--- src/rtl/alu_pkg.sv ---
// Shared decode constants and types for the EX-stage ALU: ALUOp/funct codes,
// the internal ALU control encoding, FSM states and the decoded-op bundle.
package alu_pkg;

    localparam logic [3:0] OP_ADD  = 4'b0000;
    localparam logic [3:0] OP_ADDU = 4'b0001;
    localparam logic [3:0] OP_AND  = 4'b0010;
    localparam logic [3:0] OP_OR   = 4'b0011;
    localparam logic [3:0] OP_SUB  = 4'b0100;
    localparam logic [3:0] OP_XOR  = 4'b0101;
    localparam logic [3:0] OP_JAL  = 4'b0110;
    localparam logic [3:0] OP_LUI  = 4'b0111;

    localparam logic [5:0] F_SLL   = 6'b000000;
    localparam logic [5:0] F_SRL   = 6'b000010;
    localparam logic [5:0] F_SRA   = 6'b000011;
    localparam logic [5:0] F_SLLV  = 6'b000100;
    localparam logic [5:0] F_SRLV  = 6'b000110;
    localparam logic [5:0] F_MFHI  = 6'b010000;
    localparam logic [5:0] F_MTHI  = 6'b010001;
    localparam logic [5:0] F_MFLO  = 6'b010010;
    localparam logic [5:0] F_MTLO  = 6'b010011;
    localparam logic [5:0] F_MULT  = 6'b011000;
    localparam logic [5:0] F_MULTU = 6'b011001;
    localparam logic [5:0] F_DIV   = 6'b011010;
    localparam logic [5:0] F_DIVU  = 6'b011011;
    localparam logic [5:0] F_ADD   = 6'b100000;
    localparam logic [5:0] F_ADDU  = 6'b100001;
    localparam logic [5:0] F_SUB   = 6'b100010;
    localparam logic [5:0] F_SUBU  = 6'b100011;
    localparam logic [5:0] F_AND   = 6'b100100;
    localparam logic [5:0] F_OR    = 6'b100101;
    localparam logic [5:0] F_XOR   = 6'b100110;
    localparam logic [5:0] F_NOR   = 6'b100111;
    localparam logic [5:0] F_SLT   = 6'b101010;
    localparam logic [5:0] F_SLTU  = 6'b101011;

    // Classic MIPS encodings kept for AND/OR/ADD/SUB/SLT/NOR; the rest fill the gaps.
    typedef enum logic [3:0] {
        CTL_AND  = 4'b0000,
        CTL_OR   = 4'b0001,
        CTL_ADD  = 4'b0010,
        CTL_XOR  = 4'b0011,
        CTL_SLL  = 4'b0100,
        CTL_SRL  = 4'b0101,
        CTL_SUB  = 4'b0110,
        CTL_SLT  = 4'b0111,
        CTL_SLTU = 4'b1000,
        CTL_SRA  = 4'b1001,
        CTL_MD   = 4'b1010,
        CTL_MFHI = 4'b1011,
        CTL_NOR  = 4'b1100,
        CTL_MFLO = 4'b1101,
        CTL_MTHI = 4'b1110,
        CTL_MTLO = 4'b1111
    } alu_ctl_e;

    typedef enum logic [1:0] {S_IDLE, S_MUL, S_DIV, S_DONE} state_e;

    typedef struct packed {
        alu_ctl_e ctl;
        logic     ovf_en;
        logic     var_sh;
        logic     jal;
        logic     lui;
        logic     illegal;
        logic     md_div;
        logic     md_signed;
    } dec_t;

endpackage

--- src/rtl/alu_exec_unit_if.sv ---
// Issue/result bundle between the ID/EX register, the EX unit and EX/MEM.
interface alu_exec_unit_if #(
    parameter int WIDTH   = 32,
    parameter int SHAMT_W = $clog2(WIDTH)
);
    logic               in_valid;
    logic               in_ready;
    logic [3:0]         ALUOp;
    logic [5:0]         FuncCode;
    logic [SHAMT_W-1:0] Shamt;
    logic [WIDTH-1:0]   OpA;
    logic [WIDTH-1:0]   OpB;
    logic               out_valid;
    logic [WIDTH-1:0]   Result;
    logic               Zero;
    logic               Overflow;
    logic               Illegal;

    modport master (
        output in_valid, ALUOp, FuncCode, Shamt, OpA, OpB,
        input  in_ready, out_valid, Result, Zero, Overflow, Illegal
    );

    modport slave (
        input  in_valid, ALUOp, FuncCode, Shamt, OpA, OpB,
        output in_ready, out_valid, Result, Zero, Overflow, Illegal
    );
endinterface

--- src/rtl/md_iter.sv ---
// Iterative multiply (shift-add) / divide (restoring) on operand magnitudes.
// done is high during the last iteration cycle; hi/lo then hold the final values.
module md_iter #(
    parameter int WIDTH = 32
) (
    input  logic             clk,
    input  logic             rst_n,
    input  logic             start,
    input  logic             is_div,
    input  logic             is_signed,
    input  logic [WIDTH-1:0] a,
    input  logic [WIDTH-1:0] b,
    output logic             done,
    output logic [WIDTH-1:0] hi,
    output logic [WIDTH-1:0] lo
);
    localparam int CNT_W = $clog2(WIDTH);

    logic [2*WIDTH-1:0] p, p_step, prod;
    logic [WIDTH-1:0]   b_mag, a_raw, a_mag_in, b_mag_in, quo, rem;
    logic [WIDTH:0]     acc_sum, rem_shift, rem_diff;
    logic [CNT_W-1:0]   cnt;
    logic               busy, div_r, neg_q, neg_r, div0;

    assign a_mag_in = (is_signed && a[WIDTH-1]) ? -a : a;
    assign b_mag_in = (is_signed && b[WIDTH-1]) ? -b : b;
    assign done     = busy && (cnt == CNT_W'(WIDTH - 1));

    // p is {accumulator, multiplier} for mul and {remainder, quotient} for div.
    always_comb begin
        // NOTE: every output gets a default first so no latch is inferred.
        p_step    = p;
        acc_sum   = {1'b0, p[2*WIDTH-1:WIDTH]} + (p[0] ? {1'b0, b_mag} : '0);
        rem_shift = {p[2*WIDTH-1:WIDTH], p[WIDTH-1]};
        rem_diff  = rem_shift - {1'b0, b_mag};
        if (div_r) begin
            if (rem_diff[WIDTH]) p_step = {rem_shift[WIDTH-1:0], p[WIDTH-2:0], 1'b0};
            else                 p_step = {rem_diff[WIDTH-1:0], p[WIDTH-2:0], 1'b1};
        end else begin
            p_step = {acc_sum, p[WIDTH-1:1]};
        end
        quo  = p_step[WIDTH-1:0];
        rem  = p_step[2*WIDTH-1:WIDTH];
        prod = neg_q ? -p_step : p_step;
        if (div_r) begin
            lo = div0 ? '1    : (neg_q ? -quo : quo);
            hi = div0 ? a_raw : (neg_r ? -rem : rem);
        end else begin
            hi = prod[2*WIDTH-1:WIDTH];
            lo = prod[WIDTH-1:0];
        end
    end

    always_ff @(posedge clk or negedge rst_n) begin
        if (!rst_n) begin
            p     <= '0;
            b_mag <= '0;
            a_raw <= '0;
            cnt   <= '0;
            busy  <= 1'b0;
            div_r <= 1'b0;
            neg_q <= 1'b0;
            neg_r <= 1'b0;
            div0  <= 1'b0;
        end else if (start) begin
            // NOTE: non-blocking assignments so every register sees pre-edge values.
            p     <= {{WIDTH{1'b0}}, a_mag_in};
            b_mag <= b_mag_in;
            a_raw <= a;
            cnt   <= '0;
            busy  <= 1'b1;
            div_r <= is_div;
            neg_q <= is_signed & (a[WIDTH-1] ^ b[WIDTH-1]);
            neg_r <= is_signed & a[WIDTH-1];
            div0  <= (b == '0);
        end else if (busy) begin
            p   <= p_step;
            cnt <= cnt + CNT_W'(1);
            if (done) busy <= 1'b0;
        end
    end
endmodule

--- src/rtl/alu_exec_unit.sv ---
// EX-stage ALU: decodes ALUOp/FuncCode, registers single-cycle results and
// sequences iterative mul/div into the architectural HI/LO registers.
module alu_exec_unit #(
    parameter int WIDTH   = 32,
    parameter int SHAMT_W = $clog2(WIDTH)
) (
    input logic            clk,
    input logic            rst_n,
    alu_exec_unit_if.slave bus
);
    import alu_pkg::*;

    state_e             state;
    dec_t               dec;
    logic [WIDTH-1:0]   hi, lo, md_hi, md_lo;
    logic [WIDTH-1:0]   alu_a, alu_b, alu_res, sum, diff;
    logic [SHAMT_W-1:0] sh;
    logic               alu_ovf, md_start, md_done;

    assign bus.in_ready = (state == S_IDLE);
    assign md_start     = bus.in_valid && bus.in_ready && (dec.ctl == CTL_MD);

    always_comb begin
        dec     = '0;
        dec.ctl = CTL_AND;
        if (bus.ALUOp[3]) begin
            case (bus.FuncCode)
                F_ADD:   begin dec.ctl = CTL_ADD; dec.ovf_en = 1'b1; end
                F_ADDU:  dec.ctl = CTL_ADD;
                F_SUB:   begin dec.ctl = CTL_SUB; dec.ovf_en = 1'b1; end
                F_SUBU:  dec.ctl = CTL_SUB;
                F_AND:   dec.ctl = CTL_AND;
                F_OR:    dec.ctl = CTL_OR;
                F_XOR:   dec.ctl = CTL_XOR;
                F_NOR:   dec.ctl = CTL_NOR;
                F_SLT:   dec.ctl = CTL_SLT;
                F_SLTU:  dec.ctl = CTL_SLTU;
                F_SLL:   dec.ctl = CTL_SLL;
                F_SRL:   dec.ctl = CTL_SRL;
                F_SRA:   dec.ctl = CTL_SRA;
                F_SLLV:  begin dec.ctl = CTL_SLL; dec.var_sh = 1'b1; end
                F_SRLV:  begin dec.ctl = CTL_SRL; dec.var_sh = 1'b1; end
                F_MFHI:  dec.ctl = CTL_MFHI;
                F_MFLO:  dec.ctl = CTL_MFLO;
                F_MTHI:  dec.ctl = CTL_MTHI;
                F_MTLO:  dec.ctl = CTL_MTLO;
                F_MULT:  begin dec.ctl = CTL_MD; dec.md_signed = 1'b1; end
                F_MULTU: dec.ctl = CTL_MD;
                F_DIV:   begin dec.ctl = CTL_MD; dec.md_div = 1'b1; dec.md_signed = 1'b1; end
                F_DIVU:  begin dec.ctl = CTL_MD; dec.md_div = 1'b1; end
                default: dec.illegal = 1'b1;
            endcase
        end else begin
            case (bus.ALUOp)
                OP_ADD:  begin dec.ctl = CTL_ADD; dec.ovf_en = 1'b1; end
                OP_ADDU: dec.ctl = CTL_ADD;
                OP_AND:  dec.ctl = CTL_AND;
                OP_OR:   dec.ctl = CTL_OR;
                OP_XOR:  dec.ctl = CTL_XOR;
                OP_SUB:  dec.ctl = CTL_SUB;
                OP_JAL:  begin dec.ctl = CTL_ADD; dec.jal = 1'b1; end
                OP_LUI:  begin dec.ctl = CTL_SLL; dec.lui = 1'b1; end
                default: dec.illegal = 1'b1;
            endcase
        end
    end

    // jal reuses the adder with a constant 8; lui reuses the left shifter.
    always_comb begin
        alu_a   = bus.OpA;
        alu_b   = dec.jal ? WIDTH'(8) : bus.OpB;
        sh      = dec.lui ? SHAMT_W'(WIDTH / 2) : (dec.var_sh ? bus.OpA[SHAMT_W-1:0] : bus.Shamt);
        sum     = alu_a + alu_b;
        diff    = alu_a - alu_b;
        alu_ovf = 1'b0;
        alu_res = '0;
        case (dec.ctl)
            CTL_ADD: begin
                alu_res = sum;
                alu_ovf = dec.ovf_en & (alu_a[WIDTH-1] == alu_b[WIDTH-1]) & (sum[WIDTH-1] != alu_a[WIDTH-1]);
            end
            CTL_SUB: begin
                alu_res = diff;
                alu_ovf = dec.ovf_en & (alu_a[WIDTH-1] != alu_b[WIDTH-1]) & (diff[WIDTH-1] != alu_a[WIDTH-1]);
            end
            CTL_AND:  alu_res = alu_a & alu_b;
            CTL_OR:   alu_res = alu_a | alu_b;
            CTL_XOR:  alu_res = alu_a ^ alu_b;
            CTL_NOR:  alu_res = ~(alu_a | alu_b);
            CTL_SLT:  alu_res = WIDTH'($signed(alu_a) < $signed(alu_b));
            CTL_SLTU: alu_res = WIDTH'(alu_a < alu_b);
            CTL_SLL:  alu_res = alu_b << sh;
            CTL_SRL:  alu_res = alu_b >> sh;
            CTL_SRA:  alu_res = $signed(alu_b) >>> sh;
            CTL_MFHI: alu_res = hi;
            CTL_MFLO: alu_res = lo;
            CTL_MTHI: alu_res = alu_a;
            CTL_MTLO: alu_res = alu_a;
            default:  alu_res = '0;
        endcase
        if (dec.illegal) alu_res = '0;
    end

    md_iter #(.WIDTH(WIDTH)) u_md (
        .clk       (clk),
        .rst_n     (rst_n),
        .start     (md_start),
        .is_div    (dec.md_div),
        .is_signed (dec.md_signed),
        .a         (bus.OpA),
        .b         (bus.OpB),
        .done      (md_done),
        .hi        (md_hi),
        .lo        (md_lo)
    );

    always_ff @(posedge clk or negedge rst_n) begin
        if (!rst_n) begin
            state        <= S_IDLE;
            bus.out_valid <= 1'b0;
            bus.Result   <= '0;
            bus.Zero     <= 1'b0;
            bus.Overflow <= 1'b0;
            bus.Illegal  <= 1'b0;
            hi           <= '0;
            lo           <= '0;
        end else begin
            bus.out_valid <= 1'b0;
            case (state)
                S_IDLE: if (bus.in_valid) begin
                    if (dec.ctl == CTL_MD) begin
                        state <= dec.md_div ? S_DIV : S_MUL;
                    end else begin
                        bus.out_valid <= 1'b1;
                        bus.Result    <= alu_res;
                        bus.Zero      <= (alu_res == '0);
                        bus.Overflow  <= alu_ovf;
                        bus.Illegal   <= dec.illegal;
                        if (dec.ctl == CTL_MTHI) hi <= bus.OpA;
                        if (dec.ctl == CTL_MTLO) lo <= bus.OpA;
                    end
                end
                S_MUL, S_DIV: if (md_done) begin
                    state         <= S_DONE;
                    hi            <= md_hi;
                    lo            <= md_lo;
                    bus.out_valid <= 1'b1;
                    bus.Result    <= md_lo;
                    bus.Zero      <= (md_lo == '0);
                    bus.Overflow  <= 1'b0;
                    bus.Illegal   <= 1'b0;
                end
                default: state <= S_IDLE;
            endcase
        end
    end
endmodule

--- src/flat_wrapper.sv ---
// flat-port wrapper written by rule: the top's interface ports become plain ports
module alu_exec_unit_flat import alu_pkg::*;
#(
    parameter int WIDTH   = 32,
    parameter int SHAMT_W = $clog2(WIDTH)
)
  (clk, rst_n, bus_in_valid, bus_ALUOp, bus_FuncCode, bus_Shamt, bus_OpA, bus_OpB, bus_in_ready, bus_out_valid, bus_Result, bus_Zero, bus_Overflow, bus_Illegal);
  alu_exec_unit_if #(.WIDTH(WIDTH), .SHAMT_W(SHAMT_W)) bus_i ();
  input logic clk;
  input logic rst_n;
  input wire logic [$bits(bus_i.in_valid)-1:0] bus_in_valid;
  input wire logic [$bits(bus_i.ALUOp)-1:0] bus_ALUOp;
  input wire logic [$bits(bus_i.FuncCode)-1:0] bus_FuncCode;
  input wire logic [$bits(bus_i.Shamt)-1:0] bus_Shamt;
  input wire logic [$bits(bus_i.OpA)-1:0] bus_OpA;
  input wire logic [$bits(bus_i.OpB)-1:0] bus_OpB;
  output wire logic [$bits(bus_i.in_ready)-1:0] bus_in_ready;
  output wire logic [$bits(bus_i.out_valid)-1:0] bus_out_valid;
  output wire logic [$bits(bus_i.Result)-1:0] bus_Result;
  output wire logic [$bits(bus_i.Zero)-1:0] bus_Zero;
  output wire logic [$bits(bus_i.Overflow)-1:0] bus_Overflow;
  output wire logic [$bits(bus_i.Illegal)-1:0] bus_Illegal;
  assign bus_i.in_valid = bus_in_valid;
  assign bus_i.ALUOp = bus_ALUOp;
  assign bus_i.FuncCode = bus_FuncCode;
  assign bus_i.Shamt = bus_Shamt;
  assign bus_i.OpA = bus_OpA;
  assign bus_i.OpB = bus_OpB;
  assign bus_in_ready = bus_i.in_ready;
  assign bus_out_valid = bus_i.out_valid;
  assign bus_Result = bus_i.Result;
  assign bus_Zero = bus_i.Zero;
  assign bus_Overflow = bus_i.Overflow;
  assign bus_Illegal = bus_i.Illegal;
  alu_exec_unit #(.WIDTH(WIDTH), .SHAMT_W(SHAMT_W)) u_core (.clk(clk), .rst_n(rst_n), .bus(bus_i));
endmodule
--- config.mk ---
export PLATFORM = sky130hd
export DESIGN_NAME = alu_exec_unit_flat
export DESIGN_NICKNAME = d
export VERILOG_FILES = /design/src/rtl/alu_pkg.sv /design/src/rtl/alu_exec_unit_if.sv /design/src/rtl/md_iter.sv /design/src/rtl/alu_exec_unit.sv /design/src/flat_wrapper.sv
export SDC_FILE = /design/constraint.sdc
export NUM_CORES = 2
export LEC_CHECK = 0
export CAP_MARGIN = 40
export CORE_MARGIN = 2
export CORE_UTILIZATION = 45
export DETAILED_ROUTE_END_ITERATION = 7
export PLACE_DENSITY = 0.61
export SLEW_MARGIN = 25
export SYNTH_ARGS = -nofsm -noshare
export SYNTH_HDL_FRONTEND = slang
export SYNTH_SLANG_ARGS = --single-unit
--- constraint.sdc ---
create_clock -name clk -period 6.4 [get_ports clk]
set_input_delay 1.92 -clock clk [delete_from_list [all_inputs] [get_ports clk]]
set_output_delay 1.92 -clock clk [all_outputs]
set_load 0.02 [all_outputs]
### After elaboration in Yosys (flattened, before gate mapping)

Index checks and enable logic that the tools add are counted.

| operators by class | value |
|---|---|
| muxes and demuxes | 74 |
| order comparisons | 2 |
| equal/unequal tests | 57 |
| bitwise gates (word level) | 11 |
| reductions and logical operators | 32 |
| $add $sub $neg | 10 |
| div/mod/pow operators | 0 |
| shift operators | 3 |
| multiply operators | 0 |

Operators by type and width:

| operator | number |
|---|---|
| 32-bit two-way mux | 21 |
| 32-bit one-hot mux with 14 select lines | 1 |
| 64-bit two-way mux | 5 |
| 32-bit one-hot mux with 2 select lines | 3 |
| 32-bit negation | 4 |
| 32-bit zero test | 3 |
| 32-bit < comparator | 2 |
| 64-bit negation | 1 |
| 6-bit equality test (second input constant) | 10 |
| 4-bit one-hot mux with 15 select lines | 1 |
| 6-bit by 5-bit equality test with 1-bit output (second input constant) | 8 |
| 32-bit by 32-bit adder with 33-bit output | 1 |
| 33-bit by 32-bit subtractor with 33-bit output | 1 |
| 32-bit adder | 1 |
| 32-bit AND | 1 |
| 4-bit by 3-bit equality test with 1-bit output (second input constant) | 8 |
| 4-bit equality test (second input constant) | 8 |
| 32-bit inverter | 1 |
| 32-bit OR | 1 |
| 32-bit by 5-bit left shift with 32-bit output | 1 |
| 32-bit by 5-bit >> shifter with 32-bit output | 1 |
| 32-bit by 5-bit >>> shifter with 32-bit output | 1 |
| 32-bit subtractor | 1 |
| 32-bit bitwise XOR | 1 |
| other kinds (33) | 103 |

| storage, ports and cells | value |
|---|---|
| bits in read-only memories | 0 |
| input port bits | 82 |
| memories kept | 0 |
| latch bits | 0 |
| RAM bits | 0 |
| bits in registers | 240 |

### Longest topological paths before layout

| depth | value |
|---|---|
| depth in word-level cells | 13 |
| depth in mapped cells | 27 |
| depth with buffers taken out | 26 |

### By module

Synthesis repeated with hierarchy kept, for this count alone.

| second synthesis, totals | value |
|---|---|
| cell total of the unflattened synthesis | 4387 |
| area total of the unflattened synthesis | 31423.9 µm² |

By module, submodules not included:

| module | times used | area an instance (µm²) | cells each | sequential area each (µm²) |
|---|---|---|---|---|
| alu_exec_unit | 1 | 16065.4 | 2321 | 2552.4 |
| md_iter | 1 | 15358.5 | 2066 | 3453.3 |

### Worst setup path before layout

OpenSTA, ideal clock, no wires.

| timing | value |
|---|---|
| path type | input-to-reg |
| start | in bus_ALUOp[0] |
| end | reg u_core.bus.Zero |
| data required time | 6.313 ns |
| setup slack | -0.476 ns |
| buffers on the path | 4 |
| setup time | 0.087 ns |
| arrival | 6.789 ns |
| stages | 21 |
| cells stage by stage | clkbuf_1 -> nand4bb_1 -> clkbuf_1 -> clkbuf_1 -> nand2_1 -> ha_1 -> buf_2 -> a211oi_1 -> o41ai_1 -> o21ai_0 -> a211oi_1 -> a31oi_1 -> a211o_1 -> a41oi_1 -> o221ai_1 -> a211oi_1 -> a31oi_1 -> nor4_1 -> nand4_1 -> or3_1 -> o211ai_1 |

| between the ends | value |
|---|---|
| word-level cells in the longest chain between the ends | 12 |
| elaborated cells on any way between the ends | 55 |

RTL lines:

| element | RTL line | source |
|---|---|---|
| from (decl) | flat_wrapper.sv:12 | `input wire logic [$bits(bus_i.ALUOp)-1:0] bus_ALUOp;` |
| parallel branches: the longest is 12 deep, another holds 32-bit subtractor | -- |  |
| to (signal assigned) | alu_exec_unit.sv:136 | `bus.Zero <= (alu_res == '0);` |
| to (signal assigned) | alu_exec_unit.sv:149 | `bus.Zero <= (md_lo == '0);` |
| to (decl) | alu_exec_unit_if.sv:26 | `output in_ready, out_valid, Result, Zero, Overflow, Illegal` |

Several ways; the timed one is not identified. The select of a mux whose other input is x is not followed.
A chain may end at the register's enable or synchronous reset.

### Final worst setup path

Ends and elaborated chain as after synthesis.

==> flow_metrics.env <==
export IMPL_dpl_cell_area_um2=40000
export IMPL_synthArstFlopShare_pct=100
export IMPL_portBuffers=118
export IMPL_ios=119
export IMPL_max_freq_mhz=157
export IMPL_root_buffer="clkbuf_16"
export IMPL_synth_most_common_cell="nand2_1"
export IMPL_grt_overflow_total=0
export IMPL_path_class="in -> reg"
export IMPL_hold_violations=0
export IMPL_slew_headroom_pct=30.2
export IMPL_cp_cell_sequence="dlygate4sd2_1 > nand4bb_4 > buf_8 > buf_8 > buf_4 > nand2_1 > inv_1 > nand3_1 > a21boi_0 > a21o_1 > o211a_1 > a211oi_1 > a2111oi_2 > buf_4 > a21o_1 > o21ai_0 > nor4bb_4 > buf_4 > nand4_1 > or3_1 > o211ai_1"
export IMPL_hp_class="reg -> reg"
export IMPL_dieHeight_um=266
export IMPL_die_area_um2=70700
export IMPL_synthesis_nets=4607
export IMPL_track_usage_pct=52.7
export IMPL_cp_max_fo=10
export IMPL_status="finished with violations"
export IMPL_wirelength_um=193000
export IMPL_path_common_cell="buf_4"
export IMPL_critPathMaxStageDelay_ns=0.44
export IMPL_fin_ws_ns=0.0313
export IMPL_critPathRequiredTime_ns=6.91
export IMPL_violations="design-rule violations"
export IMPL_cts_htree_levels=1
export IMPL_start_util_pct=45.3
export IMPL_viasPerCell=6.80
export IMPL_antenna_left=0
export IMPL_synth_edf_count=0
export IMPL_synthFlopType="dfrtp_1"
export IMPL_cts_buffers=26
export IMPL_design_area_um2=41500
export IMPL_drt_initial_drc_count=6648
export IMPL_period_minus_slack_ns=6.37
export IMPL_grt_max_degree=108
export IMPL_cts_tree="done"
export IMPL_dp_slack_ns=-1.15
export IMPL_setup_tns_ns=0
export IMPL_vias=41583
export IMPL_skew_ns=0.0411
export IMPL_finalCritPeriodShare_pct=99.5
export IMPL_grt_pass1_vias=39036
export IMPL_arrival_ns=6.87
export IMPL_worst_skew_pair_late_latency_ns=0.59
export IMPL_critPathLaunchType="input port"
export IMPL_synthDistinctLibCells=106
export IMPL_nets=5471
export IMPL_fp_coreArea_um2=68200
export IMPL_synth_common_cells="550 x nand2_1, 417 x o21ai_0, 375 x nor2_1, 298 x a21oi_1, 256 x clkbuf_1"
export IMPL_clock_sinks=240
export IMPL_setup_violations=0
export IMPL_wl_per_cell_um=31.6
export IMPL_worstMarginPinSlew_ns=1.05
export IMPL_die_w_um=266
export IMPL_place_gp_congestion=1.17
export IMPL_drive_above_1_share_pct=23.9
export IMPL_slew_violations=0
export IMPL_clk_path_buf_depth=3
export IMPL_rows=96
export IMPL_antenna_found_initial=9
export IMPL_synth_top_area_share_pct=19.4
export IMPL_ys_warn_count=0
export IMPL_synth_seq_cells=240
export IMPL_syn_avg_cell_area_um2=7.11
export IMPL_p_per_area_nw_per_um2=375
export IMPL_yosysSeqAreaShare_pct=19.4
export IMPL_rsz0062_at_grt="no"
export IMPL_grt_pass1_wl_um=271000
export IMPL_total_power_mw=15.6
export IMPL_path_clk_slew_ns=0.07
export IMPL_synth_largest_area_cell="dfrtp_1"
export IMPL_synth_cells=4343
export IMPL_slowest_stage="a21boi_0"
export IMPL_synth_area_leaders="dfrtp_1 19%, ha_1 7.2%, o21ai_0 6.8%"
export IMPL_cap_viol_max_count=0
export IMPL_drt_first_pass_iters=8
export IMPL_cts_hold_fix_buffers=0
export IMPL_cp_end_kind="register"
export IMPL_syn2layout_area_growth_pct=34.3
export IMPL_syn_area_um2=30900
export IMPL_ir_drop_uv=320
export IMPL_p_leak_nw=18.0
export IMPL_drc_errors=39
export IMPL_dp_hpwl_um=158000
[area by class of cell]
cell class,count,area (µm²)
Clock buffer,37,752
Antenna cell,6,15.0
Tap cell,882,1100
Inverter,179,672
Fill cell,6421,26800
Multi-Input combinational cell,3604,23500
Clock inverter,10,139
Timing Repair Buffer,1156,9250
Sequential cell,240,6010
[through the flow]
step	util, %	hold WS, ns	std cells
after floorplan	-	0.438	4343
after global placement	58.5	0.452	6046
after detailed placement	58.6	0.464	6050
after CTS	60.2	0.476	6101
after global routing	60.8	0.501	6108
final	60.8	0.474	6114
[metal layers]
metal	vias up	track usage, %	wire length [µm]
li1	17846	-	-
met1	19597	63.3	69200
met2	3220	76.6	77700
met3	914	16.9	25800
met4	6	43.9	20400
met5	-	0	45
[final timing paths]
check                                             startpoint                           endpoint  slack [ns]  cells past startpoint
setup / recovery                                bus_ALUOp[0]        u_core.bus.Zero$_DFFE_PN0P_        0.03                     21
hold / removal             u_core.bus.Result[28]$_DFFE_PN0P_  u_core.bus.Result[28]$_DFFE_PN0P_        0.47                      2
setup reg to reg               u_core.u_md.p[31]$_DFFE_PN0P_        u_core.bus.Zero$_DFFE_PN0P_        0.32                     27
hold reg to reg            u_core.bus.Result[28]$_DFFE_PN0P_  u_core.bus.Result[28]$_DFFE_PN0P_        0.47                      2
max in group asynchronous                              rst_n   u_core.u_md.a_raw[5]$_DFFE_PN0P_        3.78                      2
min in group asynchronous                              rst_n     u_core.u_md.cnt[0]$_DFFE_PN0P_        1.39                      1
[sequential cells by signal, indices dropped and copies added (netlist names), 2 cells and up]
name	cells
u_core.bus.Result	32
u_core.hi	32
u_core.lo	32
u_core.u_md.b_mag	32
u_core.state	2
u_core.u_md.a_raw	32
u_core.u_md.p	64
u_core.u_md.cnt	5
[worst max-delay path, delay by kind of cell]
kind                   cells  cell delay, ns
AO/OA/AOI/OAI              8            1.68
buffers and inverters      7            1.52
AND/OR/NAND/NOR            6            1.72
[what timing repair did]
item / CTS / global route
gates cloned: 0 / 0
gates resized for setup: 43 / 64
setup endpoints to repair: 3 / 4
pin swaps: 13 / 23
setup buffers: 4 / 4
[cell usage in the layout, fill, tap and decap left out, types with 60 or more instances in the layout]
cell             synthesis  final
a211oi_1               100     93
buf_4                    1   1009
xnor2_1                140    140
ha_1                   178    172
xor2_1                  79     79
clkdlybuf4s50_1          0    109
nand3_1                151    150
dfrtp_1                240    238
o21ai_0                417    410
a21oi_1                298    293
o31ai_1                 62     60
nor2_1                 375    370
inv_1                  176    174
nor3_1                 103    101
mux2i_1                 68     65
o211ai_1                83     83
nand2_1                550    543
[cell families after synthesis]
group	count (synthesis)	share of synthesized area (%)
buffers and inverters	499	6.34
XOR/XNOR	219	6.21
flip-flops	240	19.4
AO/OA/AOI/OAI	1587	34.6
AND/OR/NAND/NOR	1539	23.4
multiplexers	76	2.50
adder cells (fa/ha/maj)	183	7.50
[power breakdown]
group | switching (mW) | internal (mW)
registers | 0.798 | 2.15
logic | 6.98 | 3.99
clock network | 0.697 | 0.937
total | 8.48 | 7.08
Power figures use the tool's default switching activity.
